--- src/rtl/multiply_divide_unit.sv ---
// Multi-cycle MIPS multiply/divide unit owning HI/LO (radix-2 restoring divider).
// Optional MDU_MADD_EN enables MADD/MADDU/MSUB/MSUBU accumulation into HI/LO.
module multiply_divide_unit #(
  parameter int MUL_CYCLES = 4,
  parameter int DIV_CYCLES = 32
) (
  input  logic        clk,
  input  logic        reset,
  input  logic        start,
  input  logic [3:0]  op,
  input  logic [31:0] A,
  input  logic [31:0] B,
  input  logic        cancel,
  output logic        busy,
  output logic [31:0] hi,
  output logic [31:0] lo
);

  localparam logic [3:0] OP_MULT  = 4'd0;
  localparam logic [3:0] OP_MULTU = 4'd1;
  localparam logic [3:0] OP_DIV   = 4'd2;
  localparam logic [3:0] OP_DIVU  = 4'd3;
  localparam logic [3:0] OP_MTHI  = 4'd4;
  localparam logic [3:0] OP_MTLO  = 4'd5;
`ifdef MDU_MADD_EN
  localparam logic [3:0] OP_MADD  = 4'd6;
  localparam logic [3:0] OP_MADDU = 4'd7;
  localparam logic [3:0] OP_MSUB  = 4'd8;
  localparam logic [3:0] OP_MSUBU = 4'd9;
`endif

  typedef enum logic [1:0] {IDLE = 2'd0, MUL = 2'd1, DIV = 2'd2} state_t;

  state_t      state_r, state_s;
  logic [4:0]  cnt_r, cnt_s;
  logic [3:0]  op_r, op_s;
  logic [31:0] a_r, a_s;      // multiplicand, or dividend/quotient shift register
  logic [31:0] b_r, b_s;      // multiplier, or divisor magnitude
  logic [31:0] rem_r, rem_s;
  logic        neg_q_r, neg_q_s;
  logic        neg_r_r, neg_r_s;
  logic        busy_r, busy_s;
  logic [31:0] hi_r, hi_s;
  logic [31:0] lo_r, lo_s;

  logic [63:0] ma_s, mb_s, prod_s, mul_res_s;
  logic [63:0] div_nxt_s;
  logic        sa_s, sb_s;

  function automatic logic is_mul_op(input logic [3:0] o);
    case (o)
      OP_MULT, OP_MULTU: return 1'b1;
`ifdef MDU_MADD_EN
      OP_MADD, OP_MADDU, OP_MSUB, OP_MSUBU: return 1'b1;
`endif
      default: return 1'b0;
    endcase
  endfunction

  function automatic logic is_signed_op(input logic [3:0] o);
    case (o)
      OP_MULT, OP_DIV: return 1'b1;
`ifdef MDU_MADD_EN
      OP_MADD, OP_MSUB: return 1'b1;
`endif
      default: return 1'b0;
    endcase
  endfunction

  // One restoring step: returns {remainder, quotient-shift}. Remainder stays below divisor.
  function automatic logic [63:0] div_step(input logic [31:0] rem, input logic [31:0] quo,
                                           input logic [31:0] dsr);
    logic [32:0] sh;
    logic [32:0] diff;
    sh   = {rem, quo[31]};
    diff = sh - {1'b0, dsr};
    if (!diff[32]) begin
      return {diff[31:0], quo[30:0], 1'b1};
    end else begin
      return {sh[31:0], quo[30:0], 1'b0};
    end
  endfunction

  // Datapath: low 64 bits of the extended product are correct for both signednesses.
  always_comb begin
    ma_s      = {{32{a_r[31] & is_signed_op(op_r)}}, a_r};
    mb_s      = {{32{b_r[31] & is_signed_op(op_r)}}, b_r};
    prod_s    = ma_s * mb_s;
    div_nxt_s = div_step(rem_r, a_r, b_r);
`ifdef MDU_MADD_EN
    case (op_r)
      OP_MADD, OP_MADDU: mul_res_s = {hi_r, lo_r} + prod_s;
      OP_MSUB, OP_MSUBU: mul_res_s = {hi_r, lo_r} - prod_s;
      default:           mul_res_s = prod_s;
    endcase
`else
    mul_res_s = prod_s;
`endif
  end

  // Next-state and next-register logic for the IDLE/MUL/DIV sequencer.
  always_comb begin
    state_s = state_r;
    cnt_s   = cnt_r;
    op_s    = op_r;
    a_s     = a_r;
    b_s     = b_r;
    rem_s   = rem_r;
    neg_q_s = neg_q_r;
    neg_r_s = neg_r_r;
    busy_s  = busy_r;
    hi_s    = hi_r;
    lo_s    = lo_r;
    sa_s    = A[31] & is_signed_op(op);
    sb_s    = B[31] & is_signed_op(op);
    case (state_r)
      IDLE: begin
        if (start && !cancel) begin
          if (is_mul_op(op)) begin
            state_s = MUL;
            cnt_s   = 5'(MUL_CYCLES - 1);
            op_s    = op;
            a_s     = A;
            b_s     = B;
            busy_s  = 1'b1;
          end else if ((op == OP_DIV) || (op == OP_DIVU)) begin
            // A zero divisor keeps the raw dividend so the restoring loop yields hi=A, lo=all ones.
            state_s = DIV;
            cnt_s   = 5'(DIV_CYCLES - 1);
            op_s    = op;
            a_s     = (sa_s && (B != 32'd0)) ? (32'd0 - A) : A;
            b_s     = sb_s ? (32'd0 - B) : B;
            rem_s   = 32'd0;
            neg_q_s = (sa_s ^ sb_s) && (B != 32'd0);
            neg_r_s = sa_s && (B != 32'd0);
            busy_s  = 1'b1;
          end else if (op == OP_MTHI) begin
            hi_s = A;
          end else if (op == OP_MTLO) begin
            lo_s = A;
          end else begin
            state_s = IDLE;
          end
        end else begin
          state_s = IDLE;
        end
      end
      MUL: begin
        if (cancel) begin
          state_s = IDLE;
          busy_s  = 1'b0;
        end else if (cnt_r == 5'd0) begin
          hi_s    = mul_res_s[63:32];
          lo_s    = mul_res_s[31:0];
          state_s = IDLE;
          busy_s  = 1'b0;
        end else begin
          cnt_s = cnt_r - 5'd1;
        end
      end
      DIV: begin
        if (cancel) begin
          state_s = IDLE;
          busy_s  = 1'b0;
        end else begin
          rem_s = div_nxt_s[63:32];
          a_s   = div_nxt_s[31:0];
          if (cnt_r == 5'd0) begin
            lo_s    = neg_q_r ? (32'd0 - div_nxt_s[31:0])  : div_nxt_s[31:0];
            hi_s    = neg_r_r ? (32'd0 - div_nxt_s[63:32]) : div_nxt_s[63:32];
            state_s = IDLE;
            busy_s  = 1'b0;
          end else begin
            cnt_s = cnt_r - 5'd1;
          end
        end
      end
      default: begin
        state_s = IDLE;
        busy_s  = 1'b0;
      end
    endcase
  end

  // State and result registers; reset takes priority over everything.
  always_ff @(posedge clk) begin
    if (reset) begin
      state_r <= IDLE;
      cnt_r   <= 5'd0;
      op_r    <= 4'd0;
      a_r     <= 32'd0;
      b_r     <= 32'd0;
      rem_r   <= 32'd0;
      neg_q_r <= 1'b0;
      neg_r_r <= 1'b0;
      busy_r  <= 1'b0;
      hi_r    <= 32'd0;
      lo_r    <= 32'd0;
    end else begin
      state_r <= state_s;
      cnt_r   <= cnt_s;
      op_r    <= op_s;
      a_r     <= a_s;
      b_r     <= b_s;
      rem_r   <= rem_s;
      neg_q_r <= neg_q_s;
      neg_r_r <= neg_r_s;
      busy_r  <= busy_s;
      hi_r    <= hi_s;
      lo_r    <= lo_s;
    end
  end

  assign busy = busy_r;
  assign hi   = hi_r;
  assign lo   = lo_r;

endmodule

--- config.mk ---
export PLATFORM = sky130hd
export DESIGN_NAME = multiply_divide_unit
export DESIGN_NICKNAME = d
export VERILOG_FILES = /design/src/rtl/multiply_divide_unit.sv
export SDC_FILE = /design/constraint.sdc
export NUM_CORES = 2
export LEC_CHECK = 0
export CAP_MARGIN = 15
export CORE_ASPECT_RATIO = 0.5
export CORE_UTILIZATION = 51
export DETAILED_ROUTE_END_ITERATION = 16
export PLACE_DENSITY = 0.68
export SKIP_LAST_GASP = 1
export SLEW_MARGIN = 10
export SYNTH_ARGS = -nofsm -noshare
export SYNTH_HDL_FRONTEND = slang
export SYNTH_SLANG_ARGS = --single-unit
--- constraint.sdc ---
create_clock -name clk -period 18.4 [get_ports clk]
set_input_delay 3.68 -clock clk [delete_from_list [all_inputs] [get_ports clk]]
set_output_delay 3.68 -clock clk [all_outputs]
set_load 0.01 [all_outputs]
Yosys cells after proc, flatten, opt, wreduce, memory -nomap -nowiden
Cells that the tools add are included.
Widths: inputs -> output; s select.
{"block": "classes", "bitwise_logic": 6, "n_mux": 63, "n_eq_ne": 25, "reduce_logical": 27, "n_mul": 1, "add_sub_neg": 6}
{"op": "$mux 32", "n": 31}
{"op": "$pmux 32 s3", "n": 2}
{"op": "$pmux 32 s2", "n": 2}
{"op": "$sub 1x32->32 const A", "n": 4}
{"op": "$mul 33x33->64", "n": 1}
{"op": "$mux 64", "n": 1}
{"op": "$sub 33x32->33", "n": 1}
{"op": "$reduce_bool 32->1", "n": 1}
{"op": "$ne 2x2->1 const B", "n": 13}
{"op": "$mux 5", "n": 5}
{"op": "$mux 2", "n": 7}
{"op": "$eq 4x2->1 const B", "n": 3}
{"op": "$mux 1", "n": 10}
{"op": "$ne 5x5->1 const B", "n": 2}
{"op": "$pmux 5 s2", "n": 1}
{"op": "$reduce_and 10->1", "n": 1}
{"op": "$reduce_and 5->1", "n": 2}
{"op": "$reduce_and 3->1", "n": 3}
{"op": "$reduce_and 9->1", "n": 1}
{"op": "$eq 4x3->1 const B", "n": 2}
{"op": "$logic_not 4->1", "n": 2}
{"op": "$mux 4", "n": 2}
{"op": "$reduce_and 4->1", "n": 2}
{"op": "$reduce_or 2->1", "n": 4}
{"op": "other kinds (18)", "n": 25}
{"block": "word_totals", "elab_cells": 139, "inputBits": 72, "regBits": 174}

Logic depth before layout (Yosys ltp)
{"block": "depth", "depth_word": 10, "ltp_mapped": 32, "ltp_nobuf": 30}

Least setup slack after synthesis
No wires, ideal clock.
{"block": "synth_path", "kind": "register to register", "start": "register op_r[2]", "end": "register hi_r[30], in the netlist hi[30]", "setup_time_ps": 86, "setup_slack_ps": 10227, "stages_incl_launch_ff": 30, "t_arrival_ps": 8087, "path_buffers": 2, "required_time_ps": 18314, "synth_period_minus_slack_ps": 8173, "path_cell_list": "dfxtp_1 > nor3_1 > clkbuf_1 > and2_0 > clkbuf_1 > nand2_1 > inv_1 > fa_1 > inv_1 > fa_1 > inv_1 > fa_1 > inv_1 > fa_1 > fa_1 > fa_1 > fa_1 > fa_1 > inv_1 > ha_1 > a21o_1 > a21o_1 > a21o_1 > a21o_1 > a21o_1 > a21o_1 > a221oi_1 > xnor2_1 > a21oi_1 > a211oi_1"}
{"block": "synth_between", "elab_chain_cells": 8, "word_cells_on_any_way": 10, "classes_between": "1 x mul; 1 x eq/ne; 4 x mux; 2 x bitwise; 2 x reduce/logical"}
{"item": "start, declared", "line": "36", "text": "logic [3:0] op_r, op_s;"}
{"item": "start signal, assigned", "line": "202", "text": "op_r <= op_s;"}
{"item": "$eq 4x2->1 / $logic_not 4->1 (equally long branches)", "line": "61", "text": "case (o)"}
{"item": "$reduce_or 2->1 *", "line": "61"}
{"item": "$mux 1 *", "line": "61"}
{"item": "$and 1x1->1, on equally long branches", "line": "86, 87"}
{"item": "$mul 33x33->64 *", "line": "88", "text": "prod_s = ma_s * mb_s;"}
{"item": "$mux 32 *", "line": "152", "text": "end else if (cnt_r == 5'd0) begin"}
{"item": "$mux 32 *", "line": "149", "text": "if (cancel) begin"}
{"item": "$pmux 32 s3 *", "line": "116", "text": "case (state_r)"}
{"item": "end signal, assigned", "line": "209", "text": "hi_r <= hi_s;"}
{"item": "end, declared", "line": "43", "text": "logic [31:0] hi_r, hi_s;"}
Every way passes the cells marked *; elsewhere a longest branch is shown, timed or not. The select of a mux whose other input is x is not followed.
A chain may end at the register's enable or synchronous reset.

Worst setup path in the final report
{"block": "layout_path", "start": "register op_r[2]", "end": "register hi_r[29], in the netlist hi[29]"}
The elaborated chain is that of the path after synthesis.

==> results by group <==
Floorplan
  • Initial core utilization: 0.519
  • DIE WIDTH: 450 um
  • Area of the core: 98,500 um^2
  • Number of core rows: 81
  • I/O pin cnt: between 100 and 150
  • Die ar.: roughly 100,000 um^2
  • Die Y: 226 um

Synthesis
  • Synth top area cells: fa_1 (44%), inv_1 (8.9%), nand2_1 (7.6%), dfxtp_1 (6.8%), ha_1 (6.2%)
  • Syn nets: around 7.5k
  • Sequential cell area fraction in the yosys report: 0.0678
  • Yosys warning count: 0
  • Number of synthesized flops with an enable pin: 0
  • Async S/R FF share, synth: 0
  • FF+latch count, synth: roughly 170
  • Cell accounting for the most synthesized area: fa_1
  • Ys flop type: dfxtp_1
  • Top cell type's share of synthesized area: 0.441
  • Distinct cells, synth: 95
  • Synthesized area: slightly above 50,000 um^2
  • Post-Syn Area per Cell: ~8.4 um^2
  • Syn Inst Count: around 6.1k

Detailed routing
  • Wire length per cell: around 24 um
  • Initial DRC Count: approximately 4k
  • Antenna-violating nets left: 0
  • Vias: between 40k and 50k
  • Routed Wire Length: 173,000 um
  • Pre-Repair DR Iteration Count: 7
  • Routed vias/inst: around 5.9
  • Drt drc: 0

STA
  • RSZ-0062 raised after global routing: false
  • Hold Vio Cnt, Final: 0
  • Setup TNS: 0 ns
  • F_max: about 100 MHz
  • Pins Over Slew Limit: 0
  • Max-slew headroom: 0.137
  • Clock skew: between 0.02 and 0.03 ns
  • Min Tclk post-route: around 9.6 ns
  • Final period utilization: 0.519
  • Finish-stage setup viols: 0
  • Slew @ Worst Pin: roughly 1.3 ns

Setup path
  • Critical Path RT: between 15 and 20 ns
  • Setup CP Type: reg -> reg
  • Top cell by count, worst path: fa_1
  • Critical path startpoint category: flip-flop
  • Critical Path AT: between 10 and 15 ns
  • Slowest Stage Delay on Critical Path: approximately 0.62 ns
  • Crit-path slowest cell: fa_1
  • Buf+Inv Stages, Crit Path: 5
  • R2R Setup Slk: roughly 9 ns
  • Critical path's top delay family: adder cells
  • Critical path peak fanout: 20
  • CP Capture Type: flip-flop

CTS
  • Clock root cell: clkbuf_16
  • Clock transition at the registers of the reported paths: ~0.090 ns
  • Clk sinks: about 170
  • Clock tree buffer depth: 2
  • Clk Latency, worst-skew pair: about 0.52 ns
  • H-tree lvl count: 4
  • CTS tree: yes
  • Post-CTS setup buffers: 0
  • Cts repair resizes: 0
  • CTS Buf Count: 17
  • Hold-fix buffers, CTS: 0

Placed design
  • Placed insts: about 7.3k
  • I/O Buffers: 136
  • Post-DP HPWL: ~140,000 um
  • Gpl congestion: 1.02

Finish
  • Final instance count without filler cells: about 7.3k
  • Most common cell after layout, fill and taps aside: inv_1
  • Area Overhead vs Synth: 5.74%
  • Most frequent cells in the layout: inv_1 (1,211), fa_1 (1,126), nand2_1 (1,034)
  • Post-layout nets: 7,394
  • Layout cells sized above 1: 0.0322

Min path
  • Hold/Removal Path Class: reg -> reg

Flow run
  • Max_cap viols: 0

Run status
  • Status: finished, final reports clean

Pwr
  • Total Power: between 1 and 1.5 mW
  • Max IR drop VDD: between 0.00006 and 0.00007 V
  • Leak: 23.7 nW
  • PwrDens: 24.0 nW/um^2

GRT
  • Gr ovfl total: 0
  • Antenna violations before repair: 17
  • Largest net degree at the start of global routing: 92
  • First-pass GRT wire length: about 270,000 um
  • Vias in the first global route: around 44k
  • Total track usage: 0.349
[cells in the mapped netlist (all sizes together) (26+ instances only)]
cell,n
a211oi,51
a21o,60
a21oi,210
a221oi,27
a22oi,27
a31oi,32
and2,260
and3,40
buf,61
clkbuf,327
dfxtp,173
fa,1126
ha,255
inv,1213
nand2,1035
nand3,49
nor2,306
nor3,72
nor4,26
o21ai,136
o31ai,28
o41ai,26
or3,28
xnor2,111
xor2,73
[path summary, 6_finish.rpt]
kind	from	end	depth (start not counted)
setup / recovery	op_r[2]$_SDFFE_PP0P_	hi[29]$_SDFFE_PP0P_	26
hold / removal	a_r[4]$_SDFFE_PP0P_	a_r[4]$_SDFFE_PP0P_	2
setup reg to reg	op_r[2]$_SDFFE_PP0P_	hi[29]$_SDFFE_PP0P_	26
hold reg to reg	a_r[4]$_SDFFE_PP0P_	a_r[4]$_SDFFE_PP0P_	2
[registers in the layout, indices dropped and copies added, names as in the netlist]
name / flops
a_r: 32
b_r: 32
hi: 32
lo: 32
rem_r: 32
cnt_r: 5
op_r: 3
state_r: 2
busy: 1
neg_q_r: 1
neg_r_r: 1
[kinds of logic after synthesis]
group                    Yosys count  synth area share
buffers and inverters           1603             0.118
adder cells (fa/ha/maj)         1381             0.504
AND/OR/NAND/NOR                 1935             0.170
XOR/XNOR                         184            0.0315
AO/OA/AOI/OAI                    777             0.103
multiplexers                      28           0.00575
flip-flops                       173            0.0678
[report_power, final]
part	internal, mW	leakage [nW]	total, mW	switching [mW]
Clock	0.199	0.309	0.415	0.216
Combinational	0.154	22.0	0.496	0.342
Sequential	0.381	1.40	0.388	0.00786
Total	0.734	23.7	1.30	0.565
[layout make-up]
class | instances | area, um^2
inverters | 1215 | 4560
clock inverters | 15 | 211
well taps | 1328 | 1660
flip-flops and latches | 173 | 3460
multi-input cells | 4305 | 41600
clock buffers | 17 | 425
repair buffers | 229 | 2060
fillers | 9064 | 44500
diodes | 7 | 17.5
[tightest hold or removal path, stage by stage, from the launching register on]
cell and delay (ns):
dfxtp_1 0.31, nand2_1 0.05, a21oi_1 0.05
[metal layers]
metal | global-route usage | wire, um | vias to the layer above
met5 | 0 | 99 | -
met4 | 0.140 | 7400 | 18
met1 | 0.466 | 68600 | 21879
met2 | 0.531 | 76600 | 2197
li1 | - | - | 18367
met3 | 0.107 | 20400 | 399
[metrics by stage]
step | cell area, um^2 | utilization | hold WS, ns | worst slack [ns]
6_report | 54000 | 0.549 | 0.455 | 8.84
5_1_grt | 54000 | 0.548 | 0.486 | 8.34
4_1_cts | 54000 | 0.548 | 0.459 | 8.94
3_5_place_dp | 53400 | 0.542 | 0.448 | 8.96
3_3_place_gp | 53400 | 0.542 | 0.442 | 9.10
2_1_floorplan | 51100 | - | 0.436 | 10.23
Note: power is estimated with default switching activity, not from simulation.
